--- src/rtl/ofm_write_ctrl.sv ---
// OFM write-back stage: buffers accumulated rows from the systolic array, applies
// shift/ReLU/saturation per lane and writes one packed pixel word per RAM transaction.
module ofm_write_ctrl #(
    parameter int SYSTOLIC_SIZE = 16,
    parameter int NO_FILTER     = 16,
    parameter int OFM_PIXELS    = 172224,
    parameter int ACC_W         = 32,
    parameter int OUT_W         = 16,
    parameter int FRAC_SHIFT    = 8,
    parameter int RELU_EN       = 1,
    parameter int FIFO_DEPTH    = 4,
    parameter int ADDR_W        = 22
) (
    input  logic                             clk,
    input  logic                             rst,
    input  logic                             start,
    input  logic                             res_valid,
    input  logic [SYSTOLIC_SIZE*ACC_W-1:0]   res_data,
    output logic                             res_ready,
    output logic                             ofm_we,
    input  logic                             ofm_ready,
    output logic [ADDR_W-1:0]                ofm_addr,
    output logic [SYSTOLIC_SIZE*OUT_W-1:0]   ofm_wdata,
    output logic                             busy,
    output logic                             done
);

    localparam int NO_GROUP = (NO_FILTER + SYSTOLIC_SIZE - 1) / SYSTOLIC_SIZE;
    localparam int PTR_W    = (FIFO_DEPTH > 1) ? $clog2(FIFO_DEPTH) : 1;

    localparam logic [ADDR_W:0]   TOTAL_ROWS = (ADDR_W+1)'(NO_GROUP * OFM_PIXELS);
    localparam logic [ADDR_W-1:0] PIX_LAST   = ADDR_W'(OFM_PIXELS - 1);
    localparam logic [ADDR_W-1:0] PIX_STEP   = ADDR_W'(OFM_PIXELS);
    localparam logic [ADDR_W-1:0] GROUP_LAST = ADDR_W'(NO_GROUP - 1);
    localparam logic [PTR_W:0]    DEPTH_C    = (PTR_W+1)'(FIFO_DEPTH);

    localparam logic signed [ACC_W-1:0] SAT_MAX = ACC_W'((2 ** (OUT_W - 1)) - 1);
    localparam logic signed [ACC_W-1:0] SAT_MIN = ACC_W'(-(2 ** (OUT_W - 1)));

    typedef enum logic [1:0] {IDLE, RUN, DONE} state_t;

    state_t                            r_state;
    logic [SYSTOLIC_SIZE*ACC_W-1:0]    r_mem [FIFO_DEPTH];
    logic [PTR_W-1:0]                  r_wrPtr;
    logic [PTR_W-1:0]                  r_rdPtr;
    logic [PTR_W:0]                    r_count;
    logic [ADDR_W:0]                   r_pushCnt;
    logic [ADDR_W-1:0]                 r_pixel;
    logic [ADDR_W-1:0]                 r_group;
    logic [ADDR_W-1:0]                 r_base;
    logic                              r_we;
    logic                              r_lastLoaded;
    logic [ADDR_W-1:0]                 r_addr;
    logic [SYSTOLIC_SIZE*OUT_W-1:0]    r_wdata;
    logic                              r_busy;
    logic                              r_done;

    logic                              w_resReady;
    logic                              w_push;
    logic                              w_load;
    logic                              w_accept;
    logic [SYSTOLIC_SIZE*ACC_W-1:0]    w_head;
    logic [SYSTOLIC_SIZE*OUT_W-1:0]    w_proc;

    function automatic logic [OUT_W-1:0] processLane(input logic signed [ACC_W-1:0] acc);
        logic signed [ACC_W-1:0] s;
        s = acc >>> FRAC_SHIFT;
        if ((RELU_EN != 0) && s[ACC_W-1])
            s = '0;
        if (s > SAT_MAX)
            s = SAT_MAX;
        else if (s < SAT_MIN)
            s = SAT_MIN;
        return s[OUT_W-1:0];
    endfunction

    // Stop accepting once every row of the layer has entered the FIFO.
    assign w_resReady = (r_state == RUN) && (r_count != DEPTH_C) && (r_pushCnt != TOTAL_ROWS);
    assign w_push     = res_valid && w_resReady;
    assign w_load     = (r_state == RUN) && (!r_we || ofm_ready) && (r_count != '0);
    assign w_accept   = r_we && ofm_ready;
    assign w_head     = r_mem[r_rdPtr];

    always_comb begin
        w_proc = '0;
        for (int i = 0; i < SYSTOLIC_SIZE; i++)
            w_proc[i*OUT_W +: OUT_W] = processLane(w_head[i*ACC_W +: ACC_W]);
    end

    always_ff @(posedge clk) begin
        if (w_push)
            r_mem[r_wrPtr] <= res_data;
    end

    always_ff @(posedge clk or posedge rst) begin
        if (rst) begin
            r_state      <= IDLE;
            r_wrPtr      <= '0;
            r_rdPtr      <= '0;
            r_count      <= '0;
            r_pushCnt    <= '0;
            r_pixel      <= '0;
            r_group      <= '0;
            r_base       <= '0;
            r_we         <= 1'b0;
            r_lastLoaded <= 1'b0;
            r_addr       <= '0;
            r_wdata      <= '0;
            r_busy       <= 1'b0;
            r_done       <= 1'b0;
        end else begin
            case (r_state)
                IDLE: begin
                    if (start) begin
                        r_state      <= RUN;
                        r_wrPtr      <= '0;
                        r_rdPtr      <= '0;
                        r_count      <= '0;
                        r_pushCnt    <= '0;
                        r_pixel      <= '0;
                        r_group      <= '0;
                        r_base       <= '0;
                        r_we         <= 1'b0;
                        r_lastLoaded <= 1'b0;
                        r_busy       <= 1'b1;
                    end
                end
                RUN: begin
                    if (w_push) begin
                        r_wrPtr   <= r_wrPtr + PTR_W'(1);
                        r_pushCnt <= r_pushCnt + (ADDR_W+1)'(1);
                    end
                    if (w_load)
                        r_rdPtr <= r_rdPtr + PTR_W'(1);
                    case ({w_push, w_load})
                        2'b10:   r_count <= r_count + (PTR_W+1)'(1);
                        2'b01:   r_count <= r_count - (PTR_W+1)'(1);
                        default: r_count <= r_count;
                    endcase

                    // Address uses a running group base so no multiplier is needed.
                    if (w_load) begin
                        r_we         <= 1'b1;
                        r_addr       <= r_base + r_pixel;
                        r_wdata      <= w_proc;
                        r_lastLoaded <= (r_pixel == PIX_LAST) && (r_group == GROUP_LAST);
                        if (r_pixel == PIX_LAST) begin
                            r_pixel <= '0;
                            r_group <= r_group + ADDR_W'(1);
                            r_base  <= r_base + PIX_STEP;
                        end else begin
                            r_pixel <= r_pixel + ADDR_W'(1);
                        end
                    end else if (w_accept) begin
                        r_we <= 1'b0;
                    end

                    if (w_accept && r_lastLoaded) begin
                        r_state <= DONE;
                        r_busy  <= 1'b0;
                        r_done  <= 1'b1;
                    end
                end
                DONE: begin
                    r_state <= IDLE;
                    r_done  <= 1'b0;
                end
                default: begin
                    r_state <= IDLE;
                    r_busy  <= 1'b0;
                    r_done  <= 1'b0;
                end
            endcase
        end
    end

    assign res_ready = w_resReady;
    assign ofm_we    = r_we;
    assign ofm_addr  = r_addr;
    assign ofm_wdata = r_wdata;
    assign busy      = r_busy;
    assign done      = r_done;

endmodule

--- config.mk ---
export PLATFORM = sky130hd
export DESIGN_NAME = ofm_write_ctrl
export DESIGN_NICKNAME = d
export VERILOG_FILES = /design/src/rtl/ofm_write_ctrl.sv
export SDC_FILE = /design/constraint.sdc
export NUM_CORES = 2
export LEC_CHECK = 0
export CAP_MARGIN = 10
export CORE_MARGIN = 5
export CORE_UTILIZATION = 50
export DETAILED_ROUTE_END_ITERATION = 16
export PLACE_DENSITY = 0.83
export SLEW_MARGIN = 30
export SYNTH_ARGS = -nofsm -noshare
export SYNTH_HDL_FRONTEND = slang
export SYNTH_SLANG_ARGS = --single-unit
--- constraint.sdc ---
create_clock -name clk -period 31.4 [get_ports clk]
set_clock_uncertainty 0.05 [all_clocks]
set_input_delay 3.14 -clock clk [delete_from_list [all_inputs] [get_ports clk]]
set_output_delay 3.14 -clock clk [all_outputs]
set_load 0.02 [all_outputs]
==> metrics.md <==
| Metric | Value |
|---|---|
| Status | finished clean |
| Clock buffer depth | 3 |
| CP Cell Sequence | clkdlybuf4s50_1 > nor2b_1 > or3_4 > inv_8 > o311ai_0 > nor3_2 > nand2_1 > o221a_2 |
| Worst VDD drop | about 0.063 mV |
| Final RePlAce weighted congestion | between 0.8 and 0.9 |
| Req. time, crit path | around 32 ns |
| Relative slew slack | a little over a fifth |
| Largest cells by area after synthesis | edfxtp_1, dfrtp_1, mux4_2 |
| Max Slew Vio Count | 0 |
| Post-CTS Setup Inserts | 0 |
| Min-Delay Path Depth | 1 |
| Tmin final | 6.21 ns |
| Combinational Power Share | between 30% and 40% |
| Pwr dens | 97.2 nW/um^2 |
| Peak Freq | about 160 MHz |
| Share of layout cells above drive strength 1 | between 10% and 20% |
| Top Ports | between 700 and 800 |
| Cell area after layout | about 86000 sq um |
| Setup TNS | 0 ns |
| Cts bufs inserted | about 180 |
| H-tree levels | 4 |
| Synth Area per Inst | 18.9 sq um |
| First-pass GRT wire length | 260000 um |
| Critical Path Start Type | input port |
| Yosys top cell area share | between 60% and 70% |
| DRT iter0 DRCs | ~3300 |
| Synth Warn # | 0 |
| Clock Pin Slew Worst Setup and Hold Paths | 0.06 ns |
| Die area | between 100000 and 150000 sq um |
| Mapped Area | approximately 70000 sq um |
| Sw Share | approximately a third |
| WL per Instance | 27.0 um |
| Fin cells | between 6000 and 7000 |
| Crit path max fanout | 34 |
| Root buffer cell | clkbuf_16 |
| Synth top cells by count | edfxtp_1, dfrtp_1, mux4_2 |
| Placement Rows | 138 |
| P_leak | roughly 29 nW |
| Yosys top cell by area | edfxtp_1 |
| Number of global-route vias before repair | ~40000 |
| CP arrival | roughly 6.8 ns |
| Min-delay worst type | reg -> reg |
| Asr flop ratio synth | between 15 and 20% |
| Switch Pwr | approximately 0.0027 W |
| Max_cap viols | 0 |
| Clk pwr share | between 20% and 30% |
| Final setup viols | 0 |
| Nets@finish | ~5000 |
| DP Wirelength | about 110000 um |
| P_int | approximately 0.0057 W |
| CP max stage cell | nand2_1 |
| EDFF count, synth | about 1500 |
| Chip Width | 386 um |
| Seq/Total Area, Yosys | roughly 80% |
| Antenna Violating Nets Remaining | 0 |
| Cells after Synth | around 3700 |
| Slew @ Worst Pin | roughly 1.2 ns |
| DP Cell Count | ~6200 |
| Most frequent cell after synthesis | edfxtp_1 |
| Hold buffers post-CTS | 0 |
| R2R Path End | ofm_wdata[167] |
| R2R cell count | 6 |
| Gr ovfl total | 0 |
| Pwr Total | between 0.008 and 0.009 W |
| Critical path depth | 8 |
| Core Region | between 100000 and 150000 sq um |
| Syn_nets | approximately 4300 |
| CTS Sinks | ~1900 |
| End point of the worst hold path | ofm_wdata[239] |
| Post-CTS sizing | 0 |
| Clk_lat worst skew | between 0.8 and 0.9 ns |
| Crit Path Class | in -> reg |
| Netlist cell types | 65 |
| Fillers | between 9000 and 10000 |
| First-pass DRT Iterations | 7 |
| Sequential share of power | a little over two fifths |
| GRT Overall Usage | approximately a quarter |
| RR Startpoint | r_rdPtr[1] |
| P&R area growth vs syn | 21.9% |
| Final hold violations | 0 |
| Largest stage delay, worst path | 0.86 ns |
| Hold path start | ofm_wdata[239] |
| Die Ht | between 300 and 400 um |
| IO buf count | 670 |
| Initial antenna violation count | 80 |
| Post-synthesis register bit count | about 1900 |
| RSZ-0062 raised after global routing | no |
| Routed vias/inst | between 5 and 6 |
| Initial core utilization | 50.2% |
| CTS tree | done |
| DRT Wirelength | 178000 um |
| # DRC | 0 |
| Largest net degree at the start of global routing | approximately 150 |
| CP bufs+invs | 2 |
| Fin crit share | between 10% and 20% |
| Post-synth top flop | edfxtp_1 |
| DP Area | around 80000 sq um |
| Setup slack, reg-to-reg | ~27 ns |
| CP Capture Type | flop |
| Vias post-DR | 38943 |
| Cell family with most CP delay | simple AND/OR/NAND/NOR gates |
-- cells by family after synthesis --
logic type                 after synthesis  share of synthesized area (%)
xor gates and xnor gates                61                          0.755
and+or+nand+nor                        812                           5.89
adders and majority gates               28                          0.506
AOI/OAI and AO/OA                      462                           4.93
other                                    1                        0.00530
DFF                                   1910                           78.4
buffers and inverters                  197                           1.14
muxes                                  270                           8.35
-- sequential cells by signal, indices dropped and copies added, names as in the netlist --
name / flops
r_mem: 1536
ofm_wdata: 256
r_pushCnt: 23
ofm_addr: 22
r_group: 22
r_pixel: 22
r_base: 16
r_count: 3
r_rdPtr: 2
r_state: 2
r_wrPtr: 2
busy: 1
done: 1
ofm_we: 1
r_lastLoaded: 1
-- worst max path at each step --
| stage | endpoint | from | slack [ns] |
|---|---|---|---|
| final | ofm_wdata[167] | ofm_ready | 25.19 |
| after CTS | ofm_wdata[167] | ofm_ready | 25.18 |
| after floorplan | busy | rst | 17.82 |
| after global placement | r_mem[2][53] | res_valid | 24.28 |
| after global routing | ofm_wdata[168] | ofm_ready | 25.06 |
| after detailed placement | ofm_wdata[168] | ofm_ready | 24.30 |
-- cell usage in the layout, fill, tap and decap left out, types with 13 or more instances in the layout --
cell / instances
nor3_1: 115
a21oi_1: 115
and2_1: 20
xnor2_1: 30
clkbuf_8: 26
clkbuf_1: 54
o22a_1: 90
nand4_1: 32
ha_1: 27
diode_2: 64
o221a_2: 90
nor2b_1: 100
a211oi_1: 16
o21ai_0: 71
clkinv_2: 27
nor2_1: 144
clkdlybuf4s50_1: 670
nand2_1: 182
dfrtp_1: 372
nor4_1: 75
edfxtp_1: 1536
or4_1: 19
clkbuf_16: 188
nand3_1: 33
inv_1: 27
mux4_2: 256
clkinvlp_4: 14
or3_1: 23
o211ai_1: 13
xor2_1: 31
buf_4: 45
-- power groups by stage --
stage	logic [W]	registers (W)	clock network (W)
2_1_floorplan	0.00141	0.00393	0
3_3_place_gp	0.00247	0.00362	0
3_5_place_dp	0.00253	0.00366	0
4_1_cts	0.00256	0.00362	0.00226
5_1_grt	0.00270	0.00366	0.00238
6_report	0.00254	0.00362	0.00222
-- cell type report --
cell class / count / area (sq um) / area share, %
diodes: 64 / 160 / 0.186
multi-input cells: 1634 / 14600 / 16.9
inverters: 29 / 129 / 0.149
clock buffers: 268 / 5270 / 6.10
clock inverters: 82 / 931 / 1.08
well taps: 1890 / 2360 / 2.74
repair buffers: 732 / 7350 / 8.52
flip-flops and latches: 1910 / 55500 / 64.3
-- metrics by stage --
stage	util [%]	hold slack, ns	setup slack (ns)
2_1_floorplan	-	0.400	17.82
3_3_place_gp	56.5	0.417	24.28
3_5_place_dp	56.6	0.418	24.30
4_1_cts	61.0	0.437	25.18
5_1_grt	61.1	0.449	25.06
6_report	61.2	0.435	25.19
-- routing by layer --
metal	GRT usage (%)	vias to the layer above	part of all wire, %
met1	29.6	20008	37
li1	-	16590	-
met2	38.2	1877	50
met4	11.2	36	4.4
met3	6.50	432	8.4
met5	0	-	0.14
-- worst reg2reg max path, cell delays in order, from the launching register on --
cell	delay (ns)
dfrtp_4	0.69
buf_12	0.61
nand2b_1	0.89
o311ai_0	0.26
nor3_2	0.77
nand2_1	0.86
o221a_2	0.39
Power figures use the tool's default switching activity.
